$ cat src/rtl/change_trig_pkg.sv
// Shared types and sizing helpers for the increment-on-change loop.
package change_trig_pkg;

  typedef enum logic [1:0] {
    IDLE     = 2'd0,
    EVAL     = 2'd1,
    SETTLED  = 2'd2,
    LOOP_ERR = 2'd3
  } state_e;

  // Bits needed to hold 0..max_iters inclusive.
  function automatic int iter_w_f(input int max_iters);
    int w;
    w = 1;
    while ((2 ** w) < (max_iters + 1)) w = w + 1;
    return w;
  endfunction

endpackage

$ cat src/rtl/change_trig_incr_loop_bit_change_detect.sv
// Tracks the last sampled value of the watched bit and flags a difference.
module bit_change_detect (
  input  logic clk,
  input  logic rst,
  input  logic sample_en,
  input  logic load_en,
  input  logic cur_bit,
  input  logic old_bit,
  output logic chg
);

  logic prev_q, prev_d;

  always_comb begin
    prev_d = prev_q;
    // A load captures the bit as it was before the new value lands.
    if (load_en)        prev_d = old_bit;
    else if (sample_en) prev_d = cur_bit;
  end

  always_ff @(posedge clk or posedge rst) begin
    if (rst) prev_q <= 1'b0;
    else     prev_q <= prev_d;
  end

  assign chg = cur_bit ^ prev_q;

endmodule

$ cat src/rtl/change_trig_incr_loop.sv
// Register that increments while its watched bit keeps changing, with an
// iteration bound that flags a non-settling loop instead of spinning.
module change_trig_incr_loop
  import change_trig_pkg::*;
#(
  parameter int WIDTH     = 16,
  parameter int WATCH_BIT = 0,
  parameter int MAX_ITERS = 8,
  parameter int ITER_W    = iter_w_f(MAX_ITERS)
) (
  input  logic              clk,
  input  logic              rst,
  input  logic              load_valid,
  input  logic [WIDTH-1:0]  load_data,
  output logic              load_ready,
  output logic [WIDTH-1:0]  x,
  output logic              busy,
  output logic              done,
  output logic              loop_err,
  output logic [ITER_W-1:0] iter_count
);

  state_e            state_q, state_d;
  logic [WIDTH-1:0]  x_q, x_d;
  logic [ITER_W-1:0] iter_q, iter_d;
  logic              chg, load_acc, at_max, inc_en;

  assign load_acc = load_valid && (state_q != EVAL);
  assign at_max   = (iter_q == ITER_W'(MAX_ITERS));
  assign inc_en   = (state_q == EVAL) && chg && !at_max;

  bit_change_detect u_det (
    .clk       (clk),
    .rst       (rst),
    .sample_en (inc_en),
    .load_en   (load_acc),
    .cur_bit   (x_q[WATCH_BIT]),
    .old_bit   (x_q[WATCH_BIT]),
    .chg       (chg)
  );

  always_comb begin
    state_d = state_q;
    x_d     = x_q;
    iter_d  = iter_q;
    if (load_acc) begin
      x_d     = load_data;
      iter_d  = '0;
      state_d = EVAL;
    end else if (state_q == EVAL) begin
      if (!chg) begin
        state_d = SETTLED;
      end else if (at_max) begin
        state_d = LOOP_ERR;
      end else begin
        // Wrap from all-ones to zero is intentional and re-evaluated.
        x_d    = x_q + WIDTH'(1);
        iter_d = iter_q + ITER_W'(1);
      end
    end
  end

  always_ff @(posedge clk or posedge rst) begin
    if (rst) begin
      state_q <= IDLE;
      x_q     <= '0;
      iter_q  <= '0;
    end else begin
      state_q <= state_d;
      x_q     <= x_d;
      iter_q  <= iter_d;
    end
  end

  assign load_ready = (state_q != EVAL);
  assign busy       = (state_q == EVAL);
  assign done       = (state_q == SETTLED);
  assign loop_err   = (state_q == LOOP_ERR);
  assign x          = x_q;
  assign iter_count = iter_q;

endmodule

$ cat config.mk
export PLATFORM = sky130hd
export DESIGN_NAME = change_trig_incr_loop
export DESIGN_NICKNAME = d
export VERILOG_FILES = /design/src/rtl/change_trig_pkg.sv /design/src/rtl/change_trig_incr_loop_bit_change_detect.sv /design/src/rtl/change_trig_incr_loop.sv
export SDC_FILE = /design/constraint.sdc
export NUM_CORES = 1
export LEC_CHECK = 0
export CAP_MARGIN = 20
export CORE_ASPECT_RATIO = 0.8
export CORE_MARGIN = 3
export CORE_UTILIZATION = 25
export CTS_BUF_LIST = sky130_fd_sc_hd__clkbuf_8
export DETAILED_ROUTE_END_ITERATION = 12
export GPL_TIMING_DRIVEN = 0
export SYNTH_ARGS = -nofsm -noshare
export SYNTH_HDL_FRONTEND = slang
export SYNTH_HIERARCHICAL = 1
export SYNTH_SLANG_ARGS = --single-unit
$ cat constraint.sdc
create_clock -name clk -period 2.4 [get_ports clk]
set_input_delay 0.24 -clock clk [delete_from_list [all_inputs] [get_ports clk]]
set_output_delay 0.24 -clock clk [all_outputs]
set_load 0.01 [all_outputs]
# After elaboration in Yosys (flattened, before gate mapping)
# Cells that the tools add are included.
[word_totals] reg_bits=23 latch_bits=0 mem_bits_rw=0 romBits=0 input_bits=19 output_inout_bits=24 elab_cells=37 mem_count=0
[classes] addsub=2 mul=0 n_div=0 order_cmp=0 eq_ne=7 n_shift=0 mux=14 bitwise=1 reduce_logical=9
[op_table] cell="2-to-1 mux 16 bit" n=4
[op_table] cell="adder 16 x 1 -> 16 bit, second input constant" n=1
[op_table] cell="2-to-1 mux 4 bit" n=4
[op_table] cell="2-to-1 mux 2 bit" n=4
[op_table] cell="nonzero test 2 bit" n=3
[op_table] cell="adder 4 x 1 -> 4 bit, second input constant" n=1
[op_table] cell="== test 2 bit, second input constant" n=2
[op_table] cell="== test 4 bit, second input constant" n=1
[op_table] cell="logical AND 1 bit" n=3
[op_table] cell="!= test 3 x 2 -> 1 bit, second input constant" n=1
[op_table] cell="AND reduction 3 bit" n=1
[op_table] cell="== test 2 x 1 -> 1 bit, second input constant" n=1
[op_table] cell="2-to-1 mux 1 bit" n=2
[op_table] cell="!= test 2 x 1 -> 1 bit, second input constant" n=1
[op_table] cell="!= test 2 bit, second input constant" n=1
[op_table] cell="AND reduction 2 bit" n=1
[op_table] cell="logical NOT 1 bit" n=1
[op_table] cell="XOR 1 bit" n=1

# Logic depth before layout (Yosys ltp)
# Gate-level depths: netlist of the first run.
[logic_depth] ltp_word=5 mapped_depth=7 depth_no_buf=6

# Cells and area by module
# The synthesis of the first run kept the hierarchy.
[modules_own_cells] module="change_trig_incr_loop" instances=1 cells_each=138 area_each_um2=1242.4
[modules_own_cells] module="bit_change_detect" instances=1 cells_each=6 area_each_um2=56.3

# Worst setup path after synthesis of the first run
# No wires, ideal clock.
[synth_path] kind="flip-flop to flip-flop" start="register x_q[0], in the netlist x[0]" end="register x_q[11], in the netlist x[11]" setup_ps=82 arrival_time_ps=1785 required_ps=2318 path_slack_ps=533 stages_incl_launch_ff=7 path_buffers=1 path_cell_list="dfrtp_1 -> xor2_1 -> and3b_1 -> nand4_2 -> buf_6 -> or4_1 -> a31oi_1"
[synth_rtl] item="start, declared" line="change_trig_incr_loop.sv:24" source="logic [WIDTH-1:0] x_q, x_d;"
[synth_rtl] item="start signal, assigned" line="change_trig_incr_loop.sv:66" source="x_q <= '0;"
[synth_rtl] item="start signal, assigned" line="change_trig_incr_loop.sv:70" source="x_q <= x_d;"
[synth_rtl] item="XOR 1 bit" line="change_trig_incr_loop_bit_change_detect.sv:26" source="assign chg = cur_bit ^ prev_q;"
[synth_rtl] item="net chg" line="change_trig_incr_loop.sv:26" source="logic chg, load_acc, at_max, inc_en;"
[synth_rtl] item="nonzero test 2 bit (no line)"
[synth_rtl] item="AND reduction 3 bit (no line)"
# The timed path passes the listed nets, and every way through them passes these cells. The select of a mux whose other input is x is not followed.
# A chain may end at the register's enable or synchronous reset.

# Worst setup path in the final report of the first run
[layout_path] start="register x_q[0], in the netlist x[0]" end="register x_q[12], in the netlist x[12]"
# Same word-level chain as after synthesis.

==> results of run 1 <==
==> final timing paths <==
path / cells after the start / start / endpoint
min: 2 / rst / u_det/prev_q
max: 6 / x[0] / x[12]
min in group clk: 3 / load_data[3] / x[3]
min reg2reg: 2 / x[15] / x[15]
max reg2reg: 6 / x[0] / x[12]
max in group asynchronous: 2 / rst / x[13]
==> area by class of cell <==
cell class | count | area [um2] | area share
tap | 60 | 75.1 | 0.0408
inverter | 7 | 26.3 | 0.0143
multi-input combinational | 107 | 661 | 0.359
clock buffer | 3 | 41.3 | 0.0224
timing repair buffer | 42 | 420 | 0.229
buffer | 7 | 36.3 | 0.0197
sequential | 23 | 576 | 0.313
clock inverter | 1 | 3.75 | 0.00204
==> state kept, by name, summed over array words and instances, names as in the netlist <==
register      flops
u_det/prev_q      1
state_q           2
iter_count        4
x                16
==> stage by stage <==
stage               setup WS, ns  utilization  instances  total power (W)
detailed placement         0.389        0.375        246          0.00187
floorplan                  0.533            -        144          0.00132
global route               0.173        0.384        250          0.00229
global placement           0.382        0.375        246          0.00185
CTS                        0.365        0.384        250          0.00211
finish                     0.381        0.384        250          0.00207
==> routing by layer <==
layer,track usage,vias up
li1,-,616
met1,0.175,527
met2,0.175,28
met3,0.0342,4
met4,0.0467,0
met5,0,-
==> cells in the mapped netlist (all sizes together) <==
master	number	area share
dfrtp	23	0.44
nor2	15	0.043
nand2	12	0.035
o21ai	11	0.042
a31oi	9	0.043
nand3	9	0.035
xor2	8	0.054
inv	7	0.020
nand4	5	0.029
o31ai	5	0.029
or4	5	0.029
and3	4	0.019
buf	4	0.019
or3	4	0.019
a21oi	3	0.012
and4	3	0.020
clkbuf	3	0.0087
ha	3	0.029
and2	2	0.0096
mux2i	2	0.015
xnor2	2	0.013
and3b	1	0.0067
nand2b	1	0.0048
nand3b	1	0.0087
o22a	1	0.0067
o22ai	1	0.0048
==> critical path, stage by stage (launching register included) <==
cell and delay, ns:
dfrtp_1 0.50, xor2_1 0.22, and3b_1 0.22, buf_2 0.21, nand3_1 0.21, or3_1 0.40, a31oi_1 0.18
==> kinds of logic after synthesis <==
kind of cell             count (synthesis)  share of synthesized area
AO/OA/AOI/OAI                           30                      0.138
XOR/XNOR                                10                     0.0674
adder cells (fa/ha/maj)                  3                     0.0289
buffers and inverters                   14                     0.0482
flip-flops                              23                      0.443
multiplexers                             2                     0.0154
AND/OR/NAND/NOR                         62                      0.259
==> power by group through the flow <==
stage | Sequential (W) | Combinational [W] | Clock [W]
floorplan | 0.000791 | 0.000528 | 0
global placement | 0.000775 | 0.00108 | 0
detailed placement | 0.000781 | 0.00108 | 0
CTS | 0.000773 | 0.00109 | 0.000247
global route | 0.000811 | 0.00121 | 0.000269
finish | 0.000769 | 0.00107 | 0.000236
==> run_results.csv, run 1 <==
group,metric,value,unit
outcome,status,"completed",
pwr,p_leak,0.724,nW
global_routing,overflow,0,
die,io_pins,43,
route,drt_iter0_drc,39,
synth,yosysUniqueCellTypes,30,
worst_setup_path,cp_max_fo,10,
die,die_h,70.5,um
placement,portBuffers,42,
die,row_count,22,
pwr,powerDensity,1130,nW/um2
layout,final_layout_size_suffix_gt1_frac,0.0421,
cts,cts.sinks,23,
worst_setup_path,required,2.59,ns
worst_setup_path,r2r_setup_slack,0.38,ns
cts,cts_tree,"yes",
global_routing,grt_first_pass_wirelength,5870,um
pwr,ir_worst_vdd,445,uV
route,antenna_left,0,
layout,layout_commonest_cell,"clkdlybuf4s50_1",
cts,cts_setup_buffers,0,
pwr,p_seq_frac,0.371,
pwr,pwr-share-clk,0.114,
die,design.core.area,4790,um2
route,vias_per_cell,4.70,
cts,postCtsHoldBufs,0,
cts,htreeDepth,1,
sta,grt_setup_unrepaired,"false",
cts,cts_root_buffer,"clkbuf_8",
sta,hold_violations,0,
route,met3_length,157,um
sta,fmax,495,MHz
sta,drv_slew,0,
placement,place_area,1790,um2
run,drv_cap,0,
cts,insertion_delay,0.27,ns
synth,syn-instance-count,144,
synth,yosys_warnings,6,
sta,setup_viol,0,
sta,finalCriticalPeriod,2.02,ns
synth,syn-num-nets,166,
cts,clk_transition_reported_paths,0.08,ns
placement,place_congestion,0.777,
layout,fin_area,1840,um2
worst_setup_path,crit_type,"reg -> reg",
die,die_w,86.6,um
sta,holdWs,0.121,ns
min_path,worstHoldPathType,"in -> async",
route,vias,1175,
global_routing,antenna_found_initial,0,
cts,cts.repair.resized,0,
route,maxUsedRoutingLayer,"met4",
worst_setup_path,critPathLaunchType,"register",
pwr,p_int,0.00124,W
global_routing,grt_start_max_net_pins,23,
layout,syn_to_final_growth,41.6,%
route,met2WireLength,1400,um
sta,setup_tns,0,ns
global_routing,track_usage,0.123,
layout,diodes,0,
cts,clockBufferDepth,2,
sta,min_period_over_period,0.841,
synth,ys_ff_latch,23,
synth,synth_area,1300,um2
sta,fin_worst_skew,0.00152,ns
global_routing,grt_pass1_vias,1212,
layout,final_cell_mix,"42 x clkdlybuf4s50_1, 23 x dfrtp_1, 15 x nor2_1",
route,routedWlPerCell,13.2,um
synth,seq_area_frac_synth,0.443,
route,firstDrtPassIters,4,
placement,hpwl,2530,um
cts,numCtsBuffers,3,
layout,fillers,526,
route,drc_errors,0,
pwr,pwr-share-comb,0.515,
worst_setup_path,crit_arrival,2.21,ns
synth,syn_avg_cell_area,9.02,um2
layout,nets,213,
die,die_area,6100,um2
pwr,switchingPower,0.000836,W
route,wirelength,3300,um
sta,worst_pin_slew,0.863,ns
route,met1Wirelength,1690,um
sta,max-slew-margin-rel,0.424,
pwr,switching_share,0.403,
worst_setup_path,worstSetupEndpointType,"register",
die,initial_core_util,0.271,
No activity file was read; power rests on OpenSTA's default activity.
==> run 2, diff against run 1 <==
- clock period: 2.4 -> 1.7 ns (I/O delays scaled with it)
==> run_results.csv, run 2 (synthesized netlist as in run 1, its figures left out) <==
group,metric,value,unit
outcome,status,"finished with violations",
outcome,violations,"negative setup slack",
worst_setup_path,crit_arrival,1.96,ns
placement,portBuffers,42,
cts,numCtsBuffers,3,
route,routedWlPerCell,13.9,um
worst_setup_path,path_buf_inv,1,
global_routing,grt_pass1_vias,1250,
route,drt_iter0_drc,44,
die,initial_core_util,0.271,
min_path,worstHoldPathType,"in -> async",
cts,insertion_delay,0.27,ns
route,wirelength,3530,um
route,vias,1220,
cts,cts_tree,"yes",
sta,setup_tns,-0.215,ns
cts,htreeDepth,1,
layout,layout_commonest_cell,"clkdlybuf4s50_1",
global_routing,overflow,0,
placement,hpwl,2570,um
route,drc_errors,0,
sta,hold_violations,0,
global_routing,grt_start_max_net_pins,23,
sta,min_period_over_period,1.04,
placement,place_ws,-0.279,ns
route,antenna_left,0,
worst_setup_path,slowest_stage,"dfrtp_2",
run,drv_cap,0,
sta,holdWs,0.0550,ns
sta,drv_slew,0,
worst_setup_path,rr_endpoint,"x[11]",
pwr,powerDensity,1610,nW/um2
layout,final_layout_size_suffix_gt1_frac,0.103,
sta,finalCriticalPeriod,1.77,ns
placement,place_congestion,0.781,
global_routing,track_usage,0.119,
die,design.core.area,4790,um2
route,vias_per_cell,4.78,
sta,grt_setup_unrepaired,"true",
worst_setup_path,reg2reg_from,"x[0]",
worst_setup_path,crit_type,"reg -> reg",
worst_setup_path,critPathLaunchType,"register",
layout,final_cell_mix,"42 x clkdlybuf4s50_1, 21 x dfrtp_1, 15 x nor2_1",
layout,diodes,0,
worst_setup_path,cp_slowest_stage_delay,0.42,ns
layout,final_core_util,0.401,
die,io_pins,43,
cts,cts_root_buffer,"clkbuf_8",
sta,fin_ws,-0.0668,ns
cts,clockBufferDepth,2,
cts,cts.sinks,23,
layout,syn_to_final_growth,48.0,%
sta,worst_pin_slew,0.889,ns
sta,fmax,566,MHz
worst_setup_path,ff2ff_path_depth,6,
layout,largest_reg_flops,16,
die,die_w,86.6,um
worst_setup_path,r2r_setup_slack,-0.07,ns
worst_setup_path,crit_family,"simple AND/OR/NAND/NOR gates",
sta,fin_worst_skew,0.00562,ns
global_routing,grt_first_pass_wirelength,5840,um
pwr,total_power,0.00309,W
layout,nets,218,
route,firstDrtPassIters,4,
worst_setup_path,cp_cell_sequence,"xor2_1 -> and3b_2 -> nand4_4 -> buf_6 -> or4_1 -> a31oi_1",
worst_setup_path,cp_max_fo,8,
pwr,ir_worst_vdd,813,uV
sta,setup_viol,7,
cts,clk_transition_reported_paths,0.09,ns
worst_setup_path,worstSetupEndpointType,"register",
pwr,p_leak,0.761,nW
global_routing,antenna_found_initial,0,
die,row_count,22,
sta,max-slew-margin-rel,0.407,
worst_setup_path,required,1.89,ns
die,die_h,70.5,um
die,die_area,6100,um2
-- run 2: changes by cell type in the layout (fill, tap and decap cells not counted), sizes merged --
| cell | delta |
|---|---|
| buf | +4 |
| clkbuf | +1 |
-- run 2: stage by stage --
step / instance area [um2] / std cells
after detailed placement: 1810 / 246
after global routing: 1920 / 255
after CTS: 1920 / 255
after floorplan: 1310 / 144
after global placement: 1810 / 246
final: 1920 / 255
-- run 2: how the worst max path moves through the flow --
stage / from / end / cells after the start
6_report: x[0] / x[11] / 6
4_1_cts: x[0] / x[11] / 6
5_1_grt: x[0] / x[11] / 6
3_3_place_gp: x[0] / x[12] / 6
2_1_floorplan: x[0] / x[12] / 6
3_5_place_dp: x[0] / x[12] / 6
-- run 2: worst register-to-register path, stage by stage, from the launching register on --
cell,delay (ns)
dfrtp_2,0.42
xor2_1,0.16
and3b_2,0.25
nand4_4,0.12
buf_6,0.16
or4_1,0.40
a31oi_1,0.19
-- run 2: layer usage --
layer	GRT usage	wire length (um)	vias to the layer above
li1	-	-	624
met1	0.162	1730	564
met2	0.180	1540	30
met3	0.0460	253	2
met4	0.0208	8	0
met5	0	0	-
-- run 2: layout make-up --
| class | instances | area, um2 |
|---|---|---|
| sequential | 23 | 578 |
| buffer | 7 | 42.5 |
| fill | 503 | 2870 |
| multi-input combinational | 107 | 697 |
| tap | 60 | 75.1 |
| timing repair buffer | 47 | 458 |
| inverter | 7 | 26.3 |
| clock inverter | 1 | 3.75 |
| clock buffer | 3 | 41.3 |
-- run 2: repair_timing --
action	CTS	global route
setup buffers	5	0
endpoints found under the hold margin	0	0
hold buffers	0	0
pin swaps	8	7
setup endpoints to repair	14	20
gates resized for setup	7	3
-- run 2: report_power, final --
part	leakage, nW	internal [W]	switching (W)
registers	0.270	0.000787	0.000295
clock network	0.0269	0.000162	0.000183
logic	0.464	0.000877	0.000785
==> run 3, diff against run 2 <==
- CORE_MARGIN: 3 -> default
==> run_results.csv, run 3 (synthesized netlist as in run 1, its figures left out) <==
group,metric,value,unit
worst_setup_path,crit_type,"reg -> reg",
die,die_h,66.5,um
layout,nets,229,
placement,place_area,1810,um2
placement,place_inst,248,
route,vias,1313,
cts,cts_root_buffer,"clkbuf_8",
cts,clk_transition_reported_paths,0.09,ns
layout,largest_reg_flops,16,
outcome,status,"finished with violations",
sta,fin_ws,-0.140,ns
worst_setup_path,cp_max_fo,8,
route,met1Wirelength,1770,um
pwr,p_seq_frac,0.313,
layout,syn_to_final_growth,64.5,%
global_routing,grt_pass1_vias,1207,
route,drt_iter0_drc,66,
cts,numCtsBuffers,3,
cts,cts_tree,"yes",
die,die_w,82.6,um
worst_setup_path,ff2ff_path_depth,6,
cts,cts.sinks,23,
sta,fin_worst_skew,0.00303,ns
cts,clockBufferDepth,2,
die,die_area,5490,um2
placement,place_congestion,0.755,
layout,final_cell_count_no_fill,268,
worst_setup_path,reg2reg_from,"x[0]",
pwr,pwr-share-clk,0.097,
pwr,p_leak,0.852,nW
layout,final_layout_size_suffix_gt1_frac,0.228,
sta,max-slew-margin-rel,0.415,
worst_setup_path,cp_slowest_stage_delay,0.44,ns
die,design.core.area,5010,um2
layout,fin_area,2140,um2
pwr,ir_worst_vdd,752,uV
die,io_pins,43,
global_routing,overflow,0,
outcome,violations,"negative setup slack",
worst_setup_path,cp_cell_sequence,"xor2_2 -> and3b_2 -> nand4_4 -> buf_6 -> or4_4 -> a31oi_4",
worst_setup_path,required,1.89,ns
cts,htreeDepth,1,
cts,insertion_delay,0.27,ns
sta,finalCriticalPeriod,1.84,ns
sta,worst_pin_slew,0.876,ns
pwr,pwr-share-comb,0.590,
route,antenna_left,0,
layout,diodes,0,
sta,grt_setup_unrepaired,"true",
pwr,switchingPower,0.00144,W
worst_setup_path,crit_start,"x[0]",
global_routing,grt_start_max_net_pins,23,
sta,setup_tns,-0.894,ns
route,met2WireLength,1790,um
route,firstDrtPassIters,4,
route,wirelength,3760,um
die,row_count,23,
placement,hpwl,2470,um
placement,portBuffers,42,
pwr,switching_share,0.405,
layout,fillers,503,
layout,layout_commonest_cell,"clkdlybuf4s50_1",
die,initial_core_util,0.259,
run,drv_cap,0,
worst_setup_path,worstSetupEndpointType,"register",
worst_setup_path,crit_arrival,2.03,ns
worst_setup_path,slowest_stage,"dfrtp_2",
worst_setup_path,cp-endpoint,"x[11]",
sta,hold_violations,0,
worst_setup_path,rr_endpoint,"x[11]",
sta,drv_slew,0,
global_routing,grt_first_pass_wirelength,5560,um
route,met3_length,194,um
sta,setup_viol,13,
global_routing,track_usage,0.134,
layout,regArea,578,um2
min_path,worstHoldPathType,"in -> async",
layout,multi_input_area,803,um2
route,vias_per_cell,4.90,
worst_setup_path,r2r_setup_slack,-0.14,ns
global_routing,antenna_found_initial,0,
sta,min_period_over_period,1.08,
sta,fmax,543,MHz
pwr,powerDensity,1670,nW/um2
route,maxUsedRoutingLayer,"met4",
pwr,p_int,0.00212,W
layout,final_cell_mix,"41 x clkdlybuf4s50_1, 21 x dfrtp_1, 15 x nor2_1",
route,routedWlPerCell,14.0,um
route,drc_errors,0,
placement,place_ws,-0.269,ns
worst_setup_path,critPathLaunchType,"register",
-- run 3: cell count changes in the layout (fill, tap and decap cells not counted), sizes merged --
cell,previous run,this run
buf,8,19
clkdlybuf4s50,42,41
dlymetal6s2s,0,1
-- run 3: layout make-up --
type                    instances  share of cell area
multi-input cells             107               0.376
well taps                      62              0.0363
clock buffers                   3              0.0193
flip-flops and latches         23               0.271
inverters                       7              0.0123
plain buffers                   7              0.0258
clock inverters                 1             0.00176
repair buffers                 58               0.258
-- run 3: worst min path at each step --
stage	start	endpoint	cells past startpoint
after floorplan	rst	u_det/prev_q	1
after global placement	rst	u_det/prev_q	2
after detailed placement	rst	u_det/prev_q	2
after CTS	rst	u_det/prev_q	2
after global routing	rst	u_det/prev_q	2
final	rst	u_det/prev_q	2
-- run 3: metal layers --
metal | vias up | global-route usage
li1 | 646 | -
met1 | 633 | 0.182
met2 | 29 | 0.211
met3 | 5 | 0.0384
met4 | 0 | 0.0259
met5 | - | 0
-- run 3: per-stage QoR --
stage / power [W] / util / hold slack (ns)
3_5_place_dp: 0.00265 / 0.361 / 0.339
4_1_cts: 0.00312 / 0.383 / 0.0457
2_1_floorplan: 0.00187 / - / -0.101
6_report: 0.00356 / 0.427 / 0.0485
3_3_place_gp: 0.00262 / 0.361 / 0.346
5_1_grt: 0.00381 / 0.427 / 0.0772
-- run 3: timing repair --
action | CTS | global route
hold buffers | 0 | 0
setup endpoints to repair | 14 | 20
cloned | 0 | 0
pin swaps | 11 | 21
setup buffers | 6 | 10
gates resized for setup | 5 | 35
-- run 3: power by group through the flow --
stage	combinational, W	clock [W]	sequential [W]
3_3_place_gp	0.00151	0	0.00110
5_1_grt	0.00228	0.000376	0.00115
2_1_floorplan	0.000753	0	0.00112
6_report	0.00210	0.000345	0.00112
3_5_place_dp	0.00154	0	0.00111
4_1_cts	0.00169	0.000349	0.00108
-- run 3: critical path, delay by kind of cell, from the launching register on --
kind,cells,cell delay [ns]
compound gates,1,0.18
flops,1,0.44
simple gates,3,0.81
buf+inv,1,0.17
xor+xnor,1,0.17
